**config.mk**
```make
export PLATFORM = sky130hd
export DESIGN_NAME = riscv_div32
export DESIGN_NICKNAME = d
export VERILOG_FILES = /design/src/rtl/riscv_alu_pkg.sv /design/src/rtl/riscv_div32_div_step.sv /design/src/rtl/riscv_div32.sv
export SDC_FILE = /design/constraint.sdc
export NUM_CORES = 1
export LEC_CHECK = 0
export CORE_ASPECT_RATIO = 0.9
export CORE_MARGIN = 2
export CORE_UTILIZATION = 50
export DETAILED_ROUTE_END_ITERATION = 16
export PLACE_DENSITY = 0.76
export SLEW_MARGIN = 20
export SYNTH_ARGS = -nofsm -noshare
export SYNTH_HDL_FRONTEND = slang
export SYNTH_SLANG_ARGS = --single-unit
```
**constraint.sdc**
```tcl
create_clock -name clk -period 5.04 [get_ports clk]
set_clock_uncertainty 0.2 [all_clocks]
set_input_delay 1.512 -clock clk [delete_from_list [all_inputs] [get_ports clk]]
set_output_delay 1.512 -clock clk [all_outputs]
set_load 0.02 [all_outputs]
```
**src/rtl/riscv_alu_pkg.sv**
```systemverilog
// Shared definitions for the RISC-V calculator ALU blocks: divider opcodes,
// divider FSM state encoding and small opcode-decode helpers.
package riscv_alu_pkg;

    localparam logic [1:0] DIVOP_DIV  = 2'b00;
    localparam logic [1:0] DIVOP_DIVU = 2'b01;
    localparam logic [1:0] DIVOP_REM  = 2'b10;
    localparam logic [1:0] DIVOP_REMU = 2'b11;

    typedef enum logic [1:0] {
        S_IDLE = 2'b00,
        S_CALC = 2'b01,
        S_DONE = 2'b10
    } div_state_e;

    // DIV and REM treat operands as two's complement; DIVU/REMU do not.
    function automatic logic is_signed_op(input logic [1:0] op);
        return (op == DIVOP_DIV) || (op == DIVOP_REM);
    endfunction

    function automatic logic is_rem_op(input logic [1:0] op);
        return (op == DIVOP_REM) || (op == DIVOP_REMU);
    endfunction

endpackage

```
**src/rtl/riscv_div32_div_step.sv**
```systemverilog
// One bit of restoring division: shift in the next dividend bit, trial-subtract
// the divisor, keep the difference when it does not borrow.
module div_step #(
    parameter int WIDTH = 32
) (
    input  logic [WIDTH:0]   rem_in,
    input  logic [WIDTH-1:0] divisor,
    input  logic             q_in,
    output logic [WIDTH:0]   rem_out,
    output logic             q_bit
);

    logic [WIDTH+1:0] shifted_s;
    logic [WIDTH+1:0] diff_s;

    // The extra top bit of diff_s is the borrow of the trial subtraction.
    always_comb begin
        shifted_s = {rem_in, q_in};
        diff_s    = shifted_s - {2'b00, divisor};
        if (diff_s[WIDTH+1] == 1'b0) begin
            rem_out = diff_s[WIDTH:0];
            q_bit   = 1'b1;
        end else begin
            rem_out = shifted_s[WIDTH:0];
            q_bit   = 1'b0;
        end
    end

endmodule

```
**src/rtl/riscv_div32.sv**
```systemverilog
// Multi-cycle restoring divider (DIV/DIVU/REM/REMU) with valid/ready handshakes.
// Optional macro DIV_EARLY_OUT_EN: divide-by-zero and signed overflow skip CALC.
import riscv_alu_pkg::*;

module riscv_div32 #(
    parameter int WIDTH = 32
) (
    input  logic             clk,
    input  logic             rst_n,
    input  logic             in_valid,
    output logic             in_ready,
    input  logic [WIDTH-1:0] srca,
    input  logic [WIDTH-1:0] srcb,
    input  logic [1:0]       divcontrol,
    output logic             out_valid,
    input  logic             out_ready,
    output logic [WIDTH-1:0] result,
    output logic             div_zero
);

    localparam int CW = $clog2(WIDTH);
    localparam logic [CW-1:0]    LAST_COUNT = CW'(WIDTH - 1);
    localparam logic [WIDTH-1:0] MIN_NEG    = {1'b1, {(WIDTH-1){1'b0}}};

    div_state_e       state_r, state_s;
    logic [WIDTH:0]   rem_r;
    logic [WIDTH-1:0] quo_r, dvsr_r, dividend_r, result_r;
    logic [CW-1:0]    count_r;
    logic [1:0]       op_r;
    logic             neg_q_r, neg_r_r, zero_r, special_r, div_zero_r;

    logic             accept_s, signed_s, a_neg_s, b_neg_s, zero_s, ovf_s, special_s;
    logic [WIDTH-1:0] a_mag_s, b_mag_s, special_res_s;
    logic [WIDTH:0]   step_rem_s;
    logic             step_q_s;
    logic [WIDTH-1:0] q_final_s, r_final_s, calc_res_s;

    div_step #(.WIDTH(WIDTH)) u_step (
        .rem_in  (rem_r),
        .divisor (dvsr_r),
        .q_in    (quo_r[WIDTH-1]),
        .rem_out (step_rem_s),
        .q_bit   (step_q_s)
    );

    // Request decode: operand magnitudes, signs and the two special cases.
    always_comb begin
        accept_s  = in_valid && (state_r == S_IDLE);
        signed_s  = is_signed_op(divcontrol);
        a_neg_s   = signed_s && srca[WIDTH-1];
        b_neg_s   = signed_s && srcb[WIDTH-1];
        a_mag_s   = a_neg_s ? (~srca + {{(WIDTH-1){1'b0}}, 1'b1}) : srca;
        b_mag_s   = b_neg_s ? (~srcb + {{(WIDTH-1){1'b0}}, 1'b1}) : srcb;
        zero_s    = (srcb == {WIDTH{1'b0}});
        ovf_s     = signed_s && (srca == MIN_NEG) && (srcb == {WIDTH{1'b1}});
        special_s = zero_s || ovf_s;
        // Overflow quotient equals the dividend itself; divide-by-zero quotient is all ones.
        if (is_rem_op(divcontrol)) begin
            special_res_s = zero_s ? srca : {WIDTH{1'b0}};
        end else begin
            special_res_s = zero_s ? {WIDTH{1'b1}} : srca;
        end
    end

    // Final step result with sign correction applied.
    always_comb begin
        q_final_s = {quo_r[WIDTH-2:0], step_q_s};
        r_final_s = step_rem_s[WIDTH-1:0];
        if (neg_q_r) begin
            q_final_s = ~q_final_s + {{(WIDTH-1){1'b0}}, 1'b1};
        end else begin
            q_final_s = q_final_s;
        end
        if (neg_r_r) begin
            r_final_s = ~r_final_s + {{(WIDTH-1){1'b0}}, 1'b1};
        end else begin
            r_final_s = r_final_s;
        end
        calc_res_s = is_rem_op(op_r) ? r_final_s : q_final_s;
    end

    // Next-state logic.
    always_comb begin
        state_s = state_r;
        case (state_r)
            S_IDLE: begin
                if (accept_s) begin
`ifdef DIV_EARLY_OUT_EN
                    state_s = special_s ? S_DONE : S_CALC;
`else
                    state_s = S_CALC;
`endif
                end else begin
                    state_s = S_IDLE;
                end
            end
            S_CALC: begin
                if (count_r == LAST_COUNT) begin
                    state_s = S_DONE;
                end else begin
                    state_s = S_CALC;
                end
            end
            S_DONE: begin
                if (out_ready) begin
                    state_s = S_IDLE;
                end else begin
                    state_s = S_DONE;
                end
            end
            default: state_s = S_IDLE;
        endcase
    end

    // State register.
    always_ff @(posedge clk) begin
        if (!rst_n) begin
            state_r <= S_IDLE;
        end else begin
            state_r <= state_s;
        end
    end

    // Operand latching, iteration datapath and result register.
    always_ff @(posedge clk) begin
        if (!rst_n) begin
            rem_r      <= {(WIDTH+1){1'b0}};
            quo_r      <= {WIDTH{1'b0}};
            dvsr_r     <= {WIDTH{1'b0}};
            dividend_r <= {WIDTH{1'b0}};
            count_r    <= {CW{1'b0}};
            op_r       <= 2'b00;
            neg_q_r    <= 1'b0;
            neg_r_r    <= 1'b0;
            zero_r     <= 1'b0;
            special_r  <= 1'b0;
            result_r   <= {WIDTH{1'b0}};
            div_zero_r <= 1'b0;
        end else begin
            case (state_r)
                S_IDLE: begin
                    if (accept_s) begin
                        rem_r      <= {(WIDTH+1){1'b0}};
                        quo_r      <= a_mag_s;
                        dvsr_r     <= b_mag_s;
                        dividend_r <= special_res_s;
                        count_r    <= {CW{1'b0}};
                        op_r       <= divcontrol;
                        neg_q_r    <= a_neg_s ^ b_neg_s;
                        neg_r_r    <= a_neg_s;
                        zero_r     <= zero_s;
                        special_r  <= special_s;
`ifdef DIV_EARLY_OUT_EN
                        if (special_s) begin
                            result_r   <= special_res_s;
                            div_zero_r <= zero_s;
                        end
`endif
                    end
                end
                S_CALC: begin
                    rem_r   <= step_rem_s;
                    quo_r   <= {quo_r[WIDTH-2:0], step_q_s};
                    count_r <= count_r + {{(CW-1){1'b0}}, 1'b1};
                    if (count_r == LAST_COUNT) begin
                        result_r   <= special_r ? dividend_r : calc_res_s;
                        div_zero_r <= zero_r;
                    end
                end
                default: begin
                    result_r <= result_r;
                end
            endcase
        end
    end

    assign in_ready  = (state_r == S_IDLE);
    assign out_valid = (state_r == S_DONE);
    assign result    = result_r;
    assign div_zero  = div_zero_r;

endmodule
```
==> impl_metrics.toml, run 1 <==
[logic_synthesis]
syn-cell-area_um2 = 13300
synth_top_area_share = 0.263
synth_seq_cells = 174
yosysWarnings = 0
synthCells = 1803
synth_common_cells = "175 x o21ai_0, 174 x dfxtp_1, 162 x a21oi_1"
async_reset_ff_frac = 0
ys.flop_type = "dfxtp_1"
ys_seq_area_frac = 0.263
syn_avg_cell_area_um2 = 7.36
synth_area_leaders = "dfxtp_1 26%, o21ai_0 6.6%, a21oi_1 6.1%, xnor2_1 4.9%, nor2_1 4.6%"
yosysTopAreaCell = "dfxtp_1"
synth-edff-count = 0
synth_nets = 1913
synth_most_common_cell = "o21ai_0"
ys_types = 90

[drt]
wl_per_cell_um = 19.2
drtIter0Drc = 1531
drcViolationCount = 0
routed_wirelength_um = 42100
vias = 13700
vias_per_cell = 6.26
drt_pass1_iterations = 7
ant_nets = 0

[global_route]
grt_pass1_wl_um = 67000
grt_pass1_vias = 12400
grt_max_degree = 104
overflow = 0
grt_antenna_before_repair = 0
grt_use_total = 0.302

[sta]
max_freq_ghz = 0.213
rsz0062_at_grt = "no"
fin_setup_tns_ns = 0
setup_viol = 0
worst_slew_pin_slew_ns = 0.969
fin_crit_sh = 0.932
slew_headroom = 0.353
fin_crit_ns = 4.70
drv_slew = 0
hold_viol = 0
hold_slack_ns = 0.258

[cts]
ctsResizeCount = 0
htreeDepth = 4
clk_pin_slew_ns = 0.08
postCtsSetupRepairBufs = 0
cts_num_sinks = 174
cts_tree = "done"
cts_hold_buf = 0
clock_latency_ns = 0.45
numCtsBuffers = 17
cts_buffer_depth = 2
cts_root_buf = "clkbuf_16"

[setup_path]
critPathMaxFanout = 7
critPathCaptureType = "register"
critPathLaunchType = "register"
cp.arrival_ns = 4.83
critPathRequiredTime_ns = 5.17
crit_type = "register to register"

[run]
max-cap-violations = 0

[layout]
diodes = 0
num-fill-cells = 2390
area_delta_synth_final_pct = 14.0
drive_gt1_frac = 0.0613
fin_nets = 1940

[floorplanning]
core-area_um2 = 26100
initial_utilization = 0.509
pin_count = 105
placement_rows = 56
dieArea_um2 = 27800
die_x_um = 176
die_h_um = 159

[power]
power_density_nw_per_um2 = 813
p_leak_nw = 5.77
vdd_ir_drop_max_mv = 0.870

[place]
globalplace.congestion = 0.941
dp_hpwl_um = 30400
portBuffers = 104

[status]
outcome = "finished clean"

[hold_path]
hold_path_class = "register to register"
==> metrics by stage <==
stage,std cells,cell area [um2],worst slack [ns],power (mW),utilization
floorplan,1803,13300,0.454,8.42,-
global placement,2159,14500,0.385,10.5,0.556
detailed placement,2159,14500,0.264,10.6,0.556
CTS,2191,15100,0.411,12.1,0.580
global route,2191,15100,0.0518,13.1,0.580
finish,2191,15100,0.344,12.3,0.580
==> cells in the final DEF (no fill, tap or decap), drive strengths merged, types with 5 or more instances in the layout <==
master,count
ha,39
mux2,9
a31oi,13
nand2,159
clkbuf,17
nand4,20
o21a,10
nor3,30
a21oi,167
a221oi,5
xnor2,74
o211ai,26
nor4,18
o31ai,23
and2,73
clkdlybuf4s50,103
a21boi,17
a21o,9
dfxtp,174
buf,34
nand2b,12
o21ai,186
clkinv,9
nor2b,17
or3,23
mux2i,33
xor2,53
a22oi,36
inv,71
o41ai,7
a41oi,5
o211a,30
a211oi,16
and3,5
or4,13
nor2,161
nand3,76
==> per-layer routing <==
metal	global-route usage	part of all wire
met2	0.473	0.44
met3	0.0480	0.088
met4	0.0996	0.025
met5	0	0
met1	0.424	0.45
==> final cells by class <==
| class | instances | area, um2 | area share |
|---|---|---|---|
| Clock buffer | 17 | 425 | 0.0281 |
| Clock inverter | 15 | 195 | 0.0129 |
| Inverter | 66 | 248 | 0.0164 |
| Multi-Input combinational cell | 1434 | 9030 | 0.597 |
| Sequential cell | 174 | 3480 | 0.230 |
| Tap cell | 348 | 435 | 0.0288 |
| Timing Repair Buffer | 137 | 1300 | 0.0859 |
==> registers in the layout, summed over array words and instances, names as in the netlist, 2 cells and up <==
signal      cells
state_r         2
quo_r          32
count_r         5
result         32
dvsr_r         32
dividend_r     32
rem_r          33
==> where the power goes <==
group / switching [mW] / leakage, nW / internal (mW) / total (mW)
logic: 5.57 / 4.05 / 3.51 / 9.08
clock network: 0.678 / 0.301 / 0.718 / 1.40
registers: 0.254 / 1.42 / 1.56 / 1.81
==> path summary, 6_finish.rpt <==
| kind | endpoint | slack (ns) | startpoint | cells after the start |
|---|---|---|---|---|
| worst max-delay path | result[28] | 0.34 | quo_r[31] | 15 |
| worst min-delay path | result[11] | 0.26 | result[11] | 2 |
| worst max register to register | result[28] | 0.34 | quo_r[31] | 15 |
| worst min register to register | result[11] | 0.26 | result[11] | 2 |
==> worst max-delay path, stage by stage (launching register included) <==
cell and delay, ns:
dfxtp_1 0.39, inv_1 0.15, ha_1 0.21, inv_1 0.06, fa_1 0.43, a211oi_1 0.31
o21ai_1 0.21, a31oi_4 0.38, a21oi_1 0.13, or3_1 0.37, a211oi_1 0.38, a41oi_1 0.28
or2_1 0.34, o31ai_1 0.33, xor2_1 0.11, o311a_1 0.29
==> cells by family after synthesis <==
group                      Yosys count  synth area share
buffers and inverters              195            0.0582
AOI/OAI and AO/OA                  596             0.290
xor gates and xnor gates           127            0.0839
and+or+nand+nor                    629             0.234
adders and majority gates           40            0.0383
muxes                               42            0.0328
DFF                                174             0.263
Power figures use the tool's default switching activity.
==> inputs of run 2 (changes only) <==
--- a/config.mk
+++ b/config.mk
@@ -8,6 +8,7 @@
 export CORE_ASPECT_RATIO = 0.9
 export CORE_MARGIN = 2
 export CORE_UTILIZATION = 50
+export CTS_BUF_LIST = sky130_fd_sc_hd__clkbuf_4 sky130_fd_sc_hd__clkbuf_8 sky130_fd_sc_hd__clkbuf_16
 export DETAILED_ROUTE_END_ITERATION = 16
 export PLACE_DENSITY = 0.76
 export SLEW_MARGIN = 20
==> constraint.sdc (replaced) <==
create_clock -name clk -period 5.4 [get_ports clk]
set_clock_uncertainty 0.2 [all_clocks]
set_input_delay 1.62 -clock clk [delete_from_list [all_inputs] [get_ports clk]]
set_output_delay 1.62 -clock clk [all_outputs]
set_load 0.02 [all_outputs]
==> run 2 against run 1 <==
Sequential power down 7%. Hold slack better by 0.018 ns. Setup slack better by 0.20 ns. Count of clock-buffer cells in the layout up 1. Power down 7.9%. Global-route usage down 0.67 points. Design area down 0.68%. Highest routed layer unchanged. Via count down 0.88%. Register-to-register slack better by 0.20 ns. Clock power down 11%. Die area unchanged. Wire length down 0.54%.
==> impl_metrics.toml, run 2 (synthesized netlist as in run 1, its figures left out) <==
[status]
outcome = "finished clean"

[sta]
hold_slack_ns = 0.276
slew_headroom = 0.324
worst_slew_pin_slew_ns = 0.989
fin_crit_sh = 0.899
fin_crit_ns = 4.85
drv_slew = 0
setup_viol = 0
max_freq_ghz = 0.206
fin_setup_tns_ns = 0
rsz0062_at_grt = "no"
hold_viol = 0

[cts]
cts_root_buf = "clkbuf_16"
ctsResizeCount = 0
cts_buffer_depth = 2
clk_pin_slew_ns = 0.07
numCtsBuffers = 17
cts_hold_buf = 0
postCtsSetupRepairBufs = 0
clock_latency_ns = 0.44
cts_num_sinks = 174
cts_tree = "done"
htreeDepth = 4

[drt]
drcViolationCount = 0
drt_pass1_iterations = 5
drtIter0Drc = 1463
vias_per_cell = 6.23
route.met3.wl_um = 3420
vias = 13600
wl_per_cell_um = 19.2
met2_length_um = 18900
wl_met1_um = 18700
ant_nets = 0
routed_wirelength_um = 41900
dr.max_layer_used = "met4"

[global_route]
grt_pass1_wl_um = 65700
grt_use_total = 0.295
grt_antenna_before_repair = 0
grt_max_degree = 79
grt_pass1_vias = 12100
overflow = 0

[layout]
num-fill-cells = 2440
fin_nets = 1931
diodes = 0
area_delta_synth_final_pct = 13.2
drive_gt1_frac = 0.0567
layout_common_cells = "175 x o21ai_0, 174 x dfxtp_1, 162 x a21oi_1"
largest_register = "rem_r"
largest_reg_flops = 33
final_common_cell = "o21ai_0"

[setup_path]
slowest_stage = "ha_1"
slowest_delay_ns = 0.42
critPathRequiredTime_ns = 5.52
cp.arrival_ns = 4.98
reg2reg_from = "dvsr_r[11]"
crit_chain = "inv_1, ha_1, nand4_1, nor2_1, nand4_1, a31oi_4, or3_1, and2_4, buf_4, mux2i_1, ha_1, inv_1, a211o_1, o31ai_1, xor2_1, o311a_1"
reg2reg_slack_ns = 0.55
critPathLaunchType = "register"
crit_type = "register to register"
r2r-end = "result[28]"
critPathMaxFanout = 21
r2r_cells = 16
critPathCaptureType = "register"

[floorplanning]
placement_rows = 56
die_x_um = 176
core-area_um2 = 26100
dieArea_um2 = 27800
die_h_um = 159
pin_count = 105
initial_utilization = 0.509

[power]
clkPwrFrac = 0.110
p_int_mw = 5.29
p_sw_frac = 0.532
power_frac_comb = 0.740
seqPwrFrac = 0.149
vdd_ir_drop_max_mv = 0.943
power_density_nw_per_um2 = 754
switchingPower_mw = 6.02
p_leak_nw = 5.70

[place]
globalplace.congestion = 0.954
portBuffers = 104
dp_hpwl_um = 30700

[hold_path]
holdPathStages = 2
holdPathEnd = "result[1]"
hold_path_class = "register to register"
min-delay-start = "result[1]"

[run]
max-cap-violations = 0
==> run 2: cell types whose count changed in the layout (fill, tap and decap cells not counted) <==
cell	change
buf_4	-9
inv_8	+1
clkinv_8	-2
clkinvlp_4	+2
clkinv_2	+1
clkinv_4	-2
clkbuf_8	+1
bufinv_16	-1
==> run 2: area by class of cell <==
type                            count  area [um2]  area share
Inverter                           66         248      0.0165
Multi-Input combinational cell   1434        9030       0.601
Clock inverter                     14         146     0.00975
Tap cell                          348         435      0.0290
Clock buffer                       18         439      0.0292
Timing Repair Buffer              128        1230      0.0820
Sequential cell                   174        3480       0.232
==> run 2: layer usage <==
layer,vias up,track usage
met5,-,0
met4,0,0.0811
met3,58,0.0404
met2,586,0.474
met1,6419,0.416
li1,6523,-
==> run 2: worst max path at each step <==
stage	start	endpoint	slack (ns)
final	dvsr_r[11]	result[28]	0.55
after global routing	dvsr_r[11]	result[16]	0.31
after CTS	dvsr_r[11]	result[28]	0.67
after detailed placement	srca[14]	quo_r[30]	0.51
after global placement	srca[14]	quo_r[30]	0.57
after floorplan	rem_r[0]	result[30]	0.81
==> run 2: critical path: cells and delay by family (launching register included) <==
| kind | cells | cell delay (ns) |
|---|---|---|
| buffers and inverters | 3 | 0.47 |
| adders and majority gates | 2 | 0.76 |
| AOI/OAI and AO/OA | 4 | 1.31 |
| xor gates and xnor gates | 1 | 0.12 |
| DFF | 1 | 0.40 |
| muxes | 1 | 0.38 |
| and+or+nand+nor | 5 | 1.09 |
==> run 2: power groups by stage <==
stage	logic [mW]	clock network [mW]	registers (mW)
detailed placement	8.13	0	1.71
finish	8.37	1.25	1.69
CTS	8.20	1.26	1.68
global placement	8.04	0	1.70
global route	9.03	1.31	1.71
floorplan	6.25	0	1.60
==> run 2: metrics by stage <==
step	instance area [um2]	util	power [mW]	cells	worst slack (ns)
after floorplan	13300	-	7.86	1803	0.814
after global placement	14400	0.553	9.74	2150	0.575
after detailed placement	14400	0.553	9.84	2150	0.506
after CTS	15000	0.576	11.1	2182	0.674
after global routing	15000	0.576	12.0	2182	0.308
final	15000	0.576	11.3	2182	0.546
